==> config.mk <==
export PLATFORM = sky130hd
export DESIGN_NAME = uart_fifo_ctrl
export DESIGN_NICKNAME = d
export VERILOG_FILES = /design/src/rtl/uart_fifo_ctrl.sv
export SDC_FILE = /design/constraint.sdc
export NUM_CORES = 1
export LEC_CHECK = 0
export ABC_CLOCK_PERIOD_IN_PS = 5000
export CAP_MARGIN = 20
export CELL_PAD_IN_SITES_DETAIL_PLACEMENT = 0
export CELL_PAD_IN_SITES_GLOBAL_PLACEMENT = 2
export CORE_ASPECT_RATIO = 1.2
export CORE_MARGIN = 3
export CORE_UTILIZATION = 46
export CTS_BUF_LIST = sky130_fd_sc_hd__clkbuf_2
export DETAILED_ROUTE_END_ITERATION = 10
export GPL_ROUTABILITY_DRIVEN = 1
export PLACE_DENSITY_LB_ADDON = 0.1
export SLEW_MARGIN = 20
export SYNTH_ARGS = -nofsm -noshare
export SYNTH_HDL_FRONTEND = slang
export SYNTH_SLANG_ARGS = --single-unit
==> constraint.sdc <==
create_clock -name clock -period 5 [get_ports clock]
set_clock_uncertainty 0.1 [all_clocks]
set_input_delay 1.5 -clock clock [delete_from_list [all_inputs] [get_ports clock]]
set_output_delay 1.5 -clock clock [all_outputs]
set_load 0.05 [all_outputs]
==> src/rtl/uart_fifo_ctrl.sv <==
// uart_fifo_ctrl: FIFO-buffered UART with 16x oversampled RX, parity/stop options,
// loopback and level irq. Ports: clock, reset (async, low), uart_sel/uart_wr_enable/
// uart_addr/wdata_mem in, uart_data out (comb read), rx_bit in, tx_bit out, irq out.
module uart_fifo_ctrl #(
    parameter int          DATA_BITS = 8,
    parameter int          TX_DEPTH  = 16,
    parameter int          RX_DEPTH  = 16,
    parameter logic [15:0] BAUD_RST  = 16'd0
) (
    input  logic        clock,
    input  logic        reset,
    input  logic        uart_sel,
    input  logic        uart_wr_enable,
    input  logic [3:0]  uart_addr,
    input  logic [31:0] wdata_mem,
    output logic [31:0] uart_data,
    input  logic        rx_bit,
    output logic        tx_bit,
    output logic        irq
);
    localparam int TAW = $clog2(TX_DEPTH);
    localparam int RAW = $clog2(RX_DEPTH);
    localparam logic [2:0] LAST_BIT = 3'(DATA_BITS - 1);
    localparam logic [TAW:0] TX_FULL = (TAW+1)'(TX_DEPTH);
    localparam logic [RAW:0] RX_FULL = (RAW+1)'(RX_DEPTH);

    typedef enum logic [2:0] {
        S_IDLE, S_START, S_DATA, S_PARITY, S_STOP
    } state_t;

    // Bus decode
    logic w_wr, w_rd;
    logic w_wr_ctrl, w_wr_txd, w_wr_baud, w_wr_stat, w_wr_ie;
    logic w_rd_rxd;
    assign w_wr      = uart_sel & uart_wr_enable;
    assign w_rd      = uart_sel & ~uart_wr_enable;
    assign w_wr_ctrl = w_wr && (uart_addr == 4'h0);
    assign w_wr_txd  = w_wr && (uart_addr == 4'h1);
    assign w_wr_baud = w_wr && (uart_addr == 4'h3);
    assign w_wr_stat = w_wr && (uart_addr == 4'h4);
    assign w_wr_ie   = w_wr && (uart_addr == 4'h5);
    assign w_rd_rxd  = w_rd && (uart_addr == 4'h2);

    logic [5:0]  r_ctrl;
    logic [7:0]  r_ie;
    logic [15:0] r_baud;
    logic [15:0] r_baud_cnt;
    logic        r_tx_ovf, r_rx_ovr, r_frame_err, r_par_err;

    logic w_tx_en, w_rx_en, w_par_en, w_par_odd, w_two_stop, w_loop;
    assign w_tx_en    = r_ctrl[0];
    assign w_rx_en    = r_ctrl[1];
    assign w_par_en   = r_ctrl[2];
    assign w_par_odd  = r_ctrl[3];
    assign w_two_stop = r_ctrl[4];
    assign w_loop     = r_ctrl[5];

    // Baud generator: tick every r_baud+1 clocks
    logic w_tick;
    assign w_tick = (r_baud_cnt == 16'd0);

    always_ff @(posedge clock or negedge reset) begin
        if (!reset) begin
            r_baud     <= BAUD_RST;
            r_baud_cnt <= BAUD_RST;
        end else if (w_wr_baud) begin
            r_baud     <= wdata_mem[15:0];
            r_baud_cnt <= wdata_mem[15:0];
        end else if (w_tick) begin
            r_baud_cnt <= r_baud;
        end else begin
            r_baud_cnt <= r_baud_cnt - 16'd1;
        end
    end

    // TX FIFO
    logic [DATA_BITS-1:0] r_txf_mem [TX_DEPTH];
    logic [TAW-1:0]       r_txf_wp, r_txf_rp;
    logic [TAW:0]         r_txf_cnt;
    logic                 w_txf_empty, w_txf_full;
    logic                 w_txf_push, w_txf_ovf, w_tx_pop;
    logic [DATA_BITS-1:0] w_tx_head;

    assign w_txf_empty = (r_txf_cnt == '0);
    assign w_txf_full  = (r_txf_cnt == TX_FULL);
    assign w_tx_head   = r_txf_mem[r_txf_rp];
    // A full FIFO still accepts a write when the TX FSM pops that cycle
    assign w_txf_push  = w_wr_txd && (!w_txf_full || w_tx_pop);
    assign w_txf_ovf   = w_wr_txd && !w_txf_push;

    always_ff @(posedge clock) begin
        if (w_txf_push) r_txf_mem[r_txf_wp] <= wdata_mem[DATA_BITS-1:0];
    end

    always_ff @(posedge clock or negedge reset) begin
        if (!reset) begin
            r_txf_wp  <= '0;
            r_txf_rp  <= '0;
            r_txf_cnt <= '0;
        end else begin
            if (w_txf_push) r_txf_wp <= r_txf_wp + TAW'(1);
            if (w_tx_pop)   r_txf_rp <= r_txf_rp + TAW'(1);
            if (w_txf_push && !w_tx_pop)
                r_txf_cnt <= r_txf_cnt + (TAW+1)'(1);
            else if (!w_txf_push && w_tx_pop)
                r_txf_cnt <= r_txf_cnt - (TAW+1)'(1);
        end
    end

    // RX FIFO
    logic [DATA_BITS-1:0] r_rxf_mem [RX_DEPTH];
    logic [RAW-1:0]       r_rxf_wp, r_rxf_rp;
    logic [RAW:0]         r_rxf_cnt;
    logic                 w_rxf_empty, w_rxf_full;
    logic                 w_rx_push_req, w_rxf_push, w_rxf_pop, w_rx_ovr;
    logic [DATA_BITS-1:0] w_rx_head;
    logic [DATA_BITS-1:0] r_rx_shift;

    assign w_rxf_empty = (r_rxf_cnt == '0);
    assign w_rxf_full  = (r_rxf_cnt == RX_FULL);
    assign w_rx_head   = r_rxf_mem[r_rxf_rp];
    assign w_rxf_pop   = w_rd_rxd && !w_rxf_empty;
    assign w_rxf_push  = w_rx_push_req && (!w_rxf_full || w_rxf_pop);
    assign w_rx_ovr    = w_rx_push_req && !w_rxf_push;

    always_ff @(posedge clock) begin
        if (w_rxf_push) r_rxf_mem[r_rxf_wp] <= r_rx_shift;
    end

    always_ff @(posedge clock or negedge reset) begin
        if (!reset) begin
            r_rxf_wp  <= '0;
            r_rxf_rp  <= '0;
            r_rxf_cnt <= '0;
        end else begin
            if (w_rxf_push) r_rxf_wp <= r_rxf_wp + RAW'(1);
            if (w_rxf_pop)  r_rxf_rp <= r_rxf_rp + RAW'(1);
            if (w_rxf_push && !w_rxf_pop)
                r_rxf_cnt <= r_rxf_cnt + (RAW+1)'(1);
            else if (!w_rxf_push && w_rxf_pop)
                r_rxf_cnt <= r_rxf_cnt - (RAW+1)'(1);
        end
    end

    // TX FSM
    state_t               r_tx_state, w_tx_state_n;
    logic [4:0]           r_tx_cnt, w_tx_cnt_n;
    logic [2:0]           r_tx_bitn, w_tx_bitn_n;
    logic [DATA_BITS-1:0] r_tx_shift, w_tx_shift_n;
    logic                 r_tx_par, w_tx_par_n;
    logic                 r_tx_line, w_tx_line_n;
    logic                 r_tx_done, w_tx_done_n;
    logic                 w_tx_go, w_tx_bit_end, w_tx_stop_end;

    assign w_tx_go       = w_tx_en && !w_txf_empty;
    assign w_tx_bit_end  = (r_tx_cnt == 5'd15);
    assign w_tx_stop_end = (r_tx_cnt == (w_two_stop ? 5'd31 : 5'd15));

    always_comb begin
        w_tx_state_n = r_tx_state;
        w_tx_cnt_n   = r_tx_cnt;
        w_tx_bitn_n  = r_tx_bitn;
        w_tx_shift_n = r_tx_shift;
        w_tx_par_n   = r_tx_par;
        w_tx_line_n  = r_tx_line;
        w_tx_done_n  = r_tx_done;
        w_tx_pop     = 1'b0;
        if (w_tick) begin
            w_tx_cnt_n = r_tx_cnt + 5'd1;
            unique case (r_tx_state)
                S_IDLE: begin
                    w_tx_cnt_n = 5'd0;
                    w_tx_pop   = w_tx_go;
                end
                S_START: begin
                    if (w_tx_bit_end) begin
                        w_tx_state_n = S_DATA;
                        w_tx_cnt_n   = 5'd0;
                        w_tx_bitn_n  = 3'd0;
                        w_tx_line_n  = r_tx_shift[0];
                    end
                end
                S_DATA: begin
                    if (w_tx_bit_end) begin
                        w_tx_cnt_n = 5'd0;
                        if (r_tx_bitn == LAST_BIT) begin
                            w_tx_state_n = w_par_en ? S_PARITY : S_STOP;
                            w_tx_line_n  = w_par_en ? r_tx_par : 1'b1;
                        end else begin
                            w_tx_bitn_n  = r_tx_bitn + 3'd1;
                            w_tx_shift_n = r_tx_shift >> 1;
                            w_tx_line_n  = r_tx_shift[1];
                        end
                    end
                end
                S_PARITY: begin
                    if (w_tx_bit_end) begin
                        w_tx_state_n = S_STOP;
                        w_tx_cnt_n   = 5'd0;
                        w_tx_line_n  = 1'b1;
                    end
                end
                S_STOP: begin
                    if (w_tx_stop_end) begin
                        w_tx_cnt_n = 5'd0;
                        if (w_tx_go) begin
                            w_tx_pop = 1'b1;
                        end else begin
                            w_tx_state_n = S_IDLE;
                            w_tx_done_n  = 1'b1;
                        end
                    end
                end
                default: w_tx_state_n = S_IDLE;
            endcase
            // Loading a character: next state is START, line drops to 0
            if (w_tx_pop) begin
                w_tx_state_n = S_START;
                w_tx_cnt_n   = 5'd0;
                w_tx_shift_n = w_tx_head;
                w_tx_par_n   = (^w_tx_head) ^ w_par_odd;
                w_tx_line_n  = 1'b0;
                w_tx_done_n  = 1'b0;
            end
        end
    end

    always_ff @(posedge clock or negedge reset) begin
        if (!reset) begin
            r_tx_state <= S_IDLE;
            r_tx_cnt   <= 5'd0;
            r_tx_bitn  <= 3'd0;
            r_tx_shift <= '0;
            r_tx_par   <= 1'b0;
            r_tx_line  <= 1'b1;
            r_tx_done  <= 1'b0;
        end else begin
            r_tx_state <= w_tx_state_n;
            r_tx_cnt   <= w_tx_cnt_n;
            r_tx_bitn  <= w_tx_bitn_n;
            r_tx_shift <= w_tx_shift_n;
            r_tx_par   <= w_tx_par_n;
            r_tx_line  <= w_tx_line_n;
            r_tx_done  <= w_tx_done_n;
        end
    end

    // Loopback keeps the pin idle while the frame goes to RX internally
    assign tx_bit = w_loop | r_tx_line;

    // RX synchroniser and FSM
    logic   r_rx_s1, r_rx_s2, r_rx_prev;
    logic   w_rx_fall;
    state_t r_rx_state, w_rx_state_n;
    logic [3:0]           r_rx_cnt, w_rx_cnt_n;
    logic [2:0]           r_rx_bitn, w_rx_bitn_n;
    logic [DATA_BITS-1:0] w_rx_shift_n;
    logic                 r_rx_xor, w_rx_xor_n;
    logic                 w_rx_ferr, w_rx_perr;

    assign w_rx_fall = r_rx_prev & ~r_rx_s2;

    always_ff @(posedge clock or negedge reset) begin
        if (!reset) begin
            r_rx_s1   <= 1'b1;
            r_rx_s2   <= 1'b1;
            r_rx_prev <= 1'b1;
        end else begin
            r_rx_s1   <= w_loop ? r_tx_line : rx_bit;
            r_rx_s2   <= r_rx_s1;
            r_rx_prev <= r_rx_s2;
        end
    end

    // START re-aligns the count at mid start bit so later samples hit mid-bit
    always_comb begin
        w_rx_state_n  = r_rx_state;
        w_rx_cnt_n    = r_rx_cnt;
        w_rx_bitn_n   = r_rx_bitn;
        w_rx_shift_n  = r_rx_shift;
        w_rx_xor_n    = r_rx_xor;
        w_rx_push_req = 1'b0;
        w_rx_ferr     = 1'b0;
        w_rx_perr     = 1'b0;
        unique case (r_rx_state)
            S_IDLE: begin
                if (w_rx_en && w_rx_fall) begin
                    w_rx_state_n = S_START;
                    w_rx_cnt_n   = 4'd0;
                end
            end
            S_START: begin
                if (w_tick) begin
                    w_rx_cnt_n = r_rx_cnt + 4'd1;
                    if (r_rx_cnt == 4'd7) begin
                        w_rx_cnt_n   = 4'd0;
                        w_rx_bitn_n  = 3'd0;
                        w_rx_xor_n   = 1'b0;
                        w_rx_state_n = r_rx_s2 ? S_IDLE : S_DATA;
                    end
                end
            end
            S_DATA: begin
                if (w_tick) begin
                    w_rx_cnt_n = r_rx_cnt + 4'd1;
                    if (r_rx_cnt == 4'd15) begin
                        w_rx_shift_n = {r_rx_s2, r_rx_shift[DATA_BITS-1:1]};
                        w_rx_xor_n   = r_rx_xor ^ r_rx_s2;
                        w_rx_bitn_n  = r_rx_bitn + 3'd1;
                        if (r_rx_bitn == LAST_BIT)
                            w_rx_state_n = w_par_en ? S_PARITY : S_STOP;
                    end
                end
            end
            S_PARITY: begin
                if (w_tick) begin
                    w_rx_cnt_n = r_rx_cnt + 4'd1;
                    if (r_rx_cnt == 4'd15) begin
                        w_rx_perr    = r_rx_s2 ^ r_rx_xor ^ w_par_odd;
                        w_rx_state_n = S_STOP;
                    end
                end
            end
            S_STOP: begin
                if (w_tick) begin
                    w_rx_cnt_n = r_rx_cnt + 4'd1;
                    if (r_rx_cnt == 4'd15) begin
                        w_rx_push_req = 1'b1;
                        w_rx_ferr     = ~r_rx_s2;
                        w_rx_state_n  = S_IDLE;
                    end
                end
            end
            default: w_rx_state_n = S_IDLE;
        endcase
    end

    always_ff @(posedge clock or negedge reset) begin
        if (!reset) begin
            r_rx_state <= S_IDLE;
            r_rx_cnt   <= 4'd0;
            r_rx_bitn  <= 3'd0;
            r_rx_shift <= '0;
            r_rx_xor   <= 1'b0;
        end else begin
            r_rx_state <= w_rx_state_n;
            r_rx_cnt   <= w_rx_cnt_n;
            r_rx_bitn  <= w_rx_bitn_n;
            r_rx_shift <= w_rx_shift_n;
            r_rx_xor   <= w_rx_xor_n;
        end
    end

    // Control registers and sticky flags (a new set event beats W1C)
    logic [5:0] w_clr;
    assign w_clr = w_wr_stat ? wdata_mem[5:0] : 6'd0;

    always_ff @(posedge clock or negedge reset) begin
        if (!reset) begin
            r_ctrl      <= 6'h03;
            r_ie        <= 8'h00;
            r_tx_ovf    <= 1'b0;
            r_rx_ovr    <= 1'b0;
            r_frame_err <= 1'b0;
            r_par_err   <= 1'b0;
        end else begin
            if (w_wr_ctrl) r_ctrl <= wdata_mem[5:0];
            if (w_wr_ie)   r_ie   <= wdata_mem[7:0];
            r_tx_ovf    <= w_txf_ovf | (r_tx_ovf & ~w_clr[2]);
            r_rx_ovr    <= w_rx_ovr  | (r_rx_ovr & ~w_clr[3]);
            r_frame_err <= w_rx_ferr | (r_frame_err & ~w_clr[4]);
            r_par_err   <= w_rx_perr | (r_par_err & ~w_clr[5]);
        end
    end

    // tx_idle (b6) flags a completed frame with the line idle; clear until then
    logic [23:0] w_status;
    assign w_status = {
        8'(r_txf_cnt), 8'(r_rxf_cnt),
        w_rxf_full, r_tx_done, r_par_err, r_frame_err,
        r_rx_ovr, r_tx_ovf, w_txf_empty, ~w_rxf_empty
    };

    assign irq = |(w_status[7:0] & r_ie);

    always_comb begin
        uart_data = 32'd0;
        case (uart_addr)
            4'h0: uart_data = {26'd0, r_ctrl};
            4'h2: uart_data = w_rxf_empty ? 32'd0 : 32'(w_rx_head);
            4'h3: uart_data = {16'd0, r_baud};
            4'h4: uart_data = {8'd0, w_status};
            4'h5: uart_data = {24'd0, r_ie};
            default: uart_data = 32'd0;
        endcase
    end
endmodule
Word-level counts from Yosys, hierarchy flattened:

Memory sizes are Yosys's and may differ from the RTL's.
Cells that the tools add are included.

* bits in registers: 120
* bits in writable memories: 256
* input port bits: 41
* output and inout port bits: 34
* logic and storage cells: 256
* memories: 2

* add/subtract/negate cells: 13
* eq/ne operators: 44
* multiplexer cells: 88
* bitwise logic cells: 23
* reduce and logical (&&, ||, !) cells: 57

Memory list
* r_rxf_mem: depth 16, width 8, read ports 1, clocked after memory_dff 0, wr ports 1, line 111 `logic [DATA_BITS-1:0] r_rxf_mem [RX_DEPTH];`
* r_txf_mem: depth 16, width 8, read ports 1, clocked after memory_dff 0, wr ports 1, line 77 `logic [DATA_BITS-1:0] r_txf_mem [TX_DEPTH];`

Operators with widths (count)
* one-hot mux 21 bit (5 select lines): 1
* two-way mux 3 bit: 25
* two-way mux 5 bit: 8
* two-way mux 8 bit: 5
* two-way mux 1 bit: 32
* two-way mux 16 bit: 2
* one-hot mux 3 bit (5 select lines): 2
* != test 2 bit (second input constant): 14
* adder 4 x 1 -> 4 bit (second input constant): 5
* != test 3 bit (second input constant): 6
* logical AND 1 bit: 17
* logical NOT 16 bit: 1
* two-way mux 4 bit: 4
* nonzero test 2 bit: 8
* subtractor 16 x 1 -> 16 bit (second input constant): 1
* adder 5 x 1 -> 5 bit (second input constant): 3
* one-hot mux 5 bit (3 select lines): 1
* AND reduction 5 bit: 3
* equality test 3 x 2 -> 1 bit (second input constant): 4
* equality test 3 bit (second input constant): 4
* equality test 4 x 3 -> 1 bit (second input constant): 3
* one-hot mux 3 bit (2 select lines): 2
* one-hot mux 4 bit (3 select lines): 1
* AND reduction 4 bit: 3
* other kinds (33): 70

Logic depth before layout (Yosys ltp):

* word-level depth: 14
* gate-level depth with buffers: 17

Worst setup path after synthesis:

OpenSTA, ideal clock, no wires.

* path type: input -> output
* from: input uart_addr[1]
* to: output uart_data[0]
* arrival time: 3449 ps
* path slack: -49 ps
* stages on the path: 4
* path buffers: 1
* path through: clkbuf_1 > nor4b_2 > a31oi_1 > o21ai_0

* longest elaborated chain between the ends: 2
* elaborated cells between the ends (all ways): 6
* classes of those cells: eq/ne (4); mux (1); reduce/logical (1)

RTL lines
* from (decl): line 14 `input logic [3:0] uart_addr,`
* equality test 4 x 3 -> 1 bit, or another cell as far along: line 388 `case (uart_addr)`
* one-hot mux 21 bit (5 select lines) *: line 388
* to (decl): line 16 `output logic [31:0] uart_data,`

Every way passes the cells marked *; elsewhere a longest branch is shown, timed or not.

Worst setup path after layout:

* from: input uart_addr[0]
* to: output uart_data[4]

Same word-level chain as after synthesis.

==> impl_metrics.env <==
export IMPL_slew_headroom_pct=33.3
export IMPL_seq_area_frac_synth_pct=64.9
export IMPL_worstReg2RegStart="r_baud_cnt[2]$_DFF_PN0_"
export IMPL_crit_path_max_fanout=8
export IMPL_drv_cap=0
export IMPL_critPathLaunch="uart_addr[0]"
export IMPL_final_area_um2=19000
export IMPL_slew_viol_final=0
export IMPL_synth_async_reset_ratio_pct=31.9
export IMPL_drt_initial_drc_count=703
export IMPL_wire_per_inst_um=20.6
export IMPL_core_area_um2=35200
export IMPL_status="finished clean"
export IMPL_place_hpwl_um=24700
export IMPL_dieArea_um2=38200
export IMPL_grt_pass1_wl_um=58600
export IMPL_finalCritPeriodShare_pct=97.9
export IMPL_hold_buffers=0
export IMPL_ir_worst_vdd_v=0.000250
export IMPL_fmax_ghz=0.204
export IMPL_synth_area_top_cells="edfxtp_1 47%, dfrtp_1 17%, mux4_2 8.5%"
export IMPL_dp_cells=1623
export IMPL_postRouteAntennaNets=0
export IMPL_synthFlopType="edfxtp_1"
export IMPL_setup_worst_path_class="primary input to output pin"
export IMPL_synthesis_area_um2=16500
export IMPL_drt_total_wl_um=37300
export IMPL_crit_top_cell="buf_4"
export IMPL_p_leak_nw=7.41
export IMPL_htreeDepth=3
export IMPL_rows=75
export IMPL_synth_cell_type_count=70
export IMPL_synth_edf_count=256
export IMPL_power_total_w=0.00679
export IMPL_r2r_end="r_txf_cnt[4]$_DFFE_PN0P_"
export IMPL_synth_area_leader_cell="edfxtp_1"
export IMPL_cts_sinks=376
export IMPL_clockRootBuffer="clkbuf_2"
export IMPL_crit_arrival_ns=3.29
export IMPL_fin_hold_ws_ns=0.287
export IMPL_io_buffers=47
export IMPL_vias_per_cell=5.43
export IMPL_regToRegSetupSlack_ns=1.07
export IMPL_insertion_delay_ns=0.98
export IMPL_place_congestion=0.810
export IMPL_critPathCaptureType="output pin"
export IMPL_hold_class="flip-flop to flip-flop"
export IMPL_yosysTopAreaCellShare_pct=46.6
export IMPL_postSynthCellCount=1104
export IMPL_cts_buffers=94
export IMPL_worstMarginPinSlew_ns=0.997
export IMPL_drc=0
export IMPL_grt_max_degree=86
export IMPL_die_height_um=213
export IMPL_start_kind="primary input"
export IMPL_post_route_util_pct=53.9
export IMPL_track_usage_pct=20.3
export IMPL_finalHoldViolCount=0
export IMPL_die_x_um=179
export IMPL_floorplan_initialDensity_pct=46.8
export IMPL_crit_end="uart_data[4]"
export IMPL_cp_slowest_cell="clkdlybuf4s50_1"
export IMPL_synth_area_per_cell_um2=14.9
export IMPL_vias=9816
export IMPL_min_period_ns=4.89
export IMPL_place_area_um2=18000
export IMPL_grt_pass1_vias=10100
export IMPL_firstDrtPassIters=6
export IMPL_ys_ff_latch=376
export IMPL_worstPathRequired_ns=3.40
export IMPL_final_cells=1808
export IMPL_syn_to_final_growth_pct=15.0
export IMPL_antenna_found_initial=1
export IMPL_cp_cell_sequence="clkdlybuf4s50_1 -> buf_4 -> nor2_1 -> a22o_1 -> a222oi_1 -> o21ai_0 -> buf_4 -> buf_12"
export IMPL_nNetsFinal=1335
export IMPL_max_stage_delay_ns=0.50
export IMPL_yosys_warnings=0
export IMPL_cts_tree="built"
export IMPL_clkTransAtPathRegs_ns=0.10
export IMPL_setup_viol=0
export IMPL_cts_max_path_buffers=3
export IMPL_overflow=0
export IMPL_drive_above_1_share_pct=26.9
export IMPL_p_per_area_nw_per_um2=358
export IMPL_r2r_cells=15
export IMPL_ios=75
worst min path at each step:
stage                                  from                 to  slack, ns  cells past startpoint
after global routing      r_rx_s1$_DFF_PN1_  r_rx_s2$_DFF_PN1_       0.28                      0
after CTS                 r_rx_s1$_DFF_PN1_  r_rx_s2$_DFF_PN1_       0.28                      0
after floorplan           r_rx_s1$_DFF_PN1_  r_rx_s2$_DFF_PN1_       0.25                      0
final                     r_rx_s1$_DFF_PN1_  r_rx_s2$_DFF_PN1_       0.29                      0
after global placement    r_rx_s1$_DFF_PN1_  r_rx_s2$_DFF_PN1_       0.28                      0
after detailed placement  r_rx_s1$_DFF_PN1_  r_rx_s2$_DFF_PN1_       0.27                      0
cells by family after synthesis:
family / synth area share, %
fa+ha+maj: 2.29
compound gates: 5.86
flops: 64.9
xor+xnor: 2.51
simple gates: 8.58
other cells: 0.0228
buf+inv: 2.67
mux: 13.2
cell usage in the layout, fill, tap and decap left out, drive strengths merged, types with 3 or more instances in the layout:
master / n
nand3b: 4
xnor2: 29
nor4b: 4
a21o: 6
clkbuf: 143
mux2: 30
mux4: 74
nor2: 64
nand4: 7
xnor3: 3
inv: 31
nand3: 21
conb: 11
xor2: 10
nor4: 7
a222oi: 6
a211oi: 3
nand2b: 7
o21ai: 57
nor3: 25
dfstp: 6
o211ai: 8
clkinv: 29
nand2: 126
and2: 12
a22oi: 7
a21oi: 26
a22o: 12
edfxtp: 256
mux2i: 12
o31ai: 3
or3: 3
a31oi: 7
and3: 4
ha: 27
clkdlybuf4s50: 23
or4: 4
dfrtp: 114
buf: 93
repair_timing:
| item | 4_1_cts | 5_1_grt |
|---|---|---|
| setup endpoints to repair | 8 | 7 |
| setup buffers | 1 | 5 |
| endpoints found under the hold margin | 0 | 0 |
| gates resized for setup | 6 | 5 |
| pin swaps | 0 | 0 |
| gates cloned | 0 | 2 |
through the flow:
stage	setup WS (ns)	TNS (ns)
2_1_floorplan	0.0455	0
3_3_place_gp	0.0361	0
3_5_place_dp	0.0630	0
4_1_cts	0.0102	0
5_1_grt	-0.00447	-0.00447
6_report	0.106	0
critical path: cells and delay by family:
family | cells | cell delay (ns)
buffers and inverters | 4 | 0.99
AOI/OAI and AO/OA | 3 | 0.69
and+or+nand+nor | 1 | 0.10
per-layer routing:
layer	track usage, %	routed length (um)
met5	0	0
met4	7.39	933
met3	4.34	1920
met2	31.7	17900
met1	28.4	16500
layout make-up:
class	instances	area, um2
Clock inverter	36	165
Antenna cell	1	2.50
Multi-Input combinational cell	647	5400
Timing Repair Buffer	121	1310
Fill cell	3028	16200
Inverter	25	96.3
Sequential cell	376	10700
Clock buffer	140	701
Tap cell	462	578
sequential cells by signal (all words and copies together) (netlist names), 3 cells and up:
name	flops
r_baud	16
r_baud_cnt	16
r_ctrl	6
r_ie	8
r_rx_bitn	3
r_rx_cnt	4
r_rx_shift	8
r_rx_state	3
r_rxf_cnt	5
r_rxf_mem	128
r_rxf_rp	4
r_rxf_wp	4
r_tx_bitn	3
r_tx_cnt	5
r_tx_shift	8
r_tx_state	3
r_txf_cnt	5
r_txf_mem	128
r_txf_rp	4
r_txf_wp	4
where the power goes:
part	leakage, nW	switching, W	internal, W	total, W
clock network	0.662	0.00126	0.000771	0.00203
logic	2.58	0.000526	0.000526	0.00105
registers	4.17	0.000230	0.00348	0.00371
synth_stat cells (3+ instances only):
| cell | instances |
|---|---|
| edfxtp_1 | 256 |
| nand2_1 | 125 |
| dfrtp_1 | 114 |
| nor2_1 | 64 |
| mux4_2 | 62 |
| o21ai_0 | 57 |
| clkbuf_1 | 31 |
| mux2_2 | 30 |
| xnor2_1 | 29 |
| ha_1 | 27 |
| a21oi_1 | 26 |
| nor3_1 | 25 |
| inv_1 | 24 |
| nand3_1 | 21 |
| a22o_1 | 12 |
| and2_1 | 12 |
| mux2i_1 | 12 |
| mux4_1 | 12 |
| buf_4 | 11 |
| xor2_1 | 10 |
| buf_1 | 9 |
| buf_2 | 8 |
| o211ai_1 | 8 |
| a22oi_1 | 7 |
| nand2b_1 | 7 |
| nand4_1 | 7 |
| a21o_1 | 6 |
| a222oi_1 | 6 |
| a31oi_1 | 6 |
| dfstp_2 | 6 |
| buf_6 | 5 |
| nor4_1 | 5 |
| and3_1 | 4 |
| nand3b_1 | 4 |
| a211oi_1 | 3 |
| nor4b_1 | 3 |
| o31ai_1 | 3 |
| or3_1 | 3 |
| or4_1 | 3 |
No activity file was read; power rests on OpenSTA's default activity.
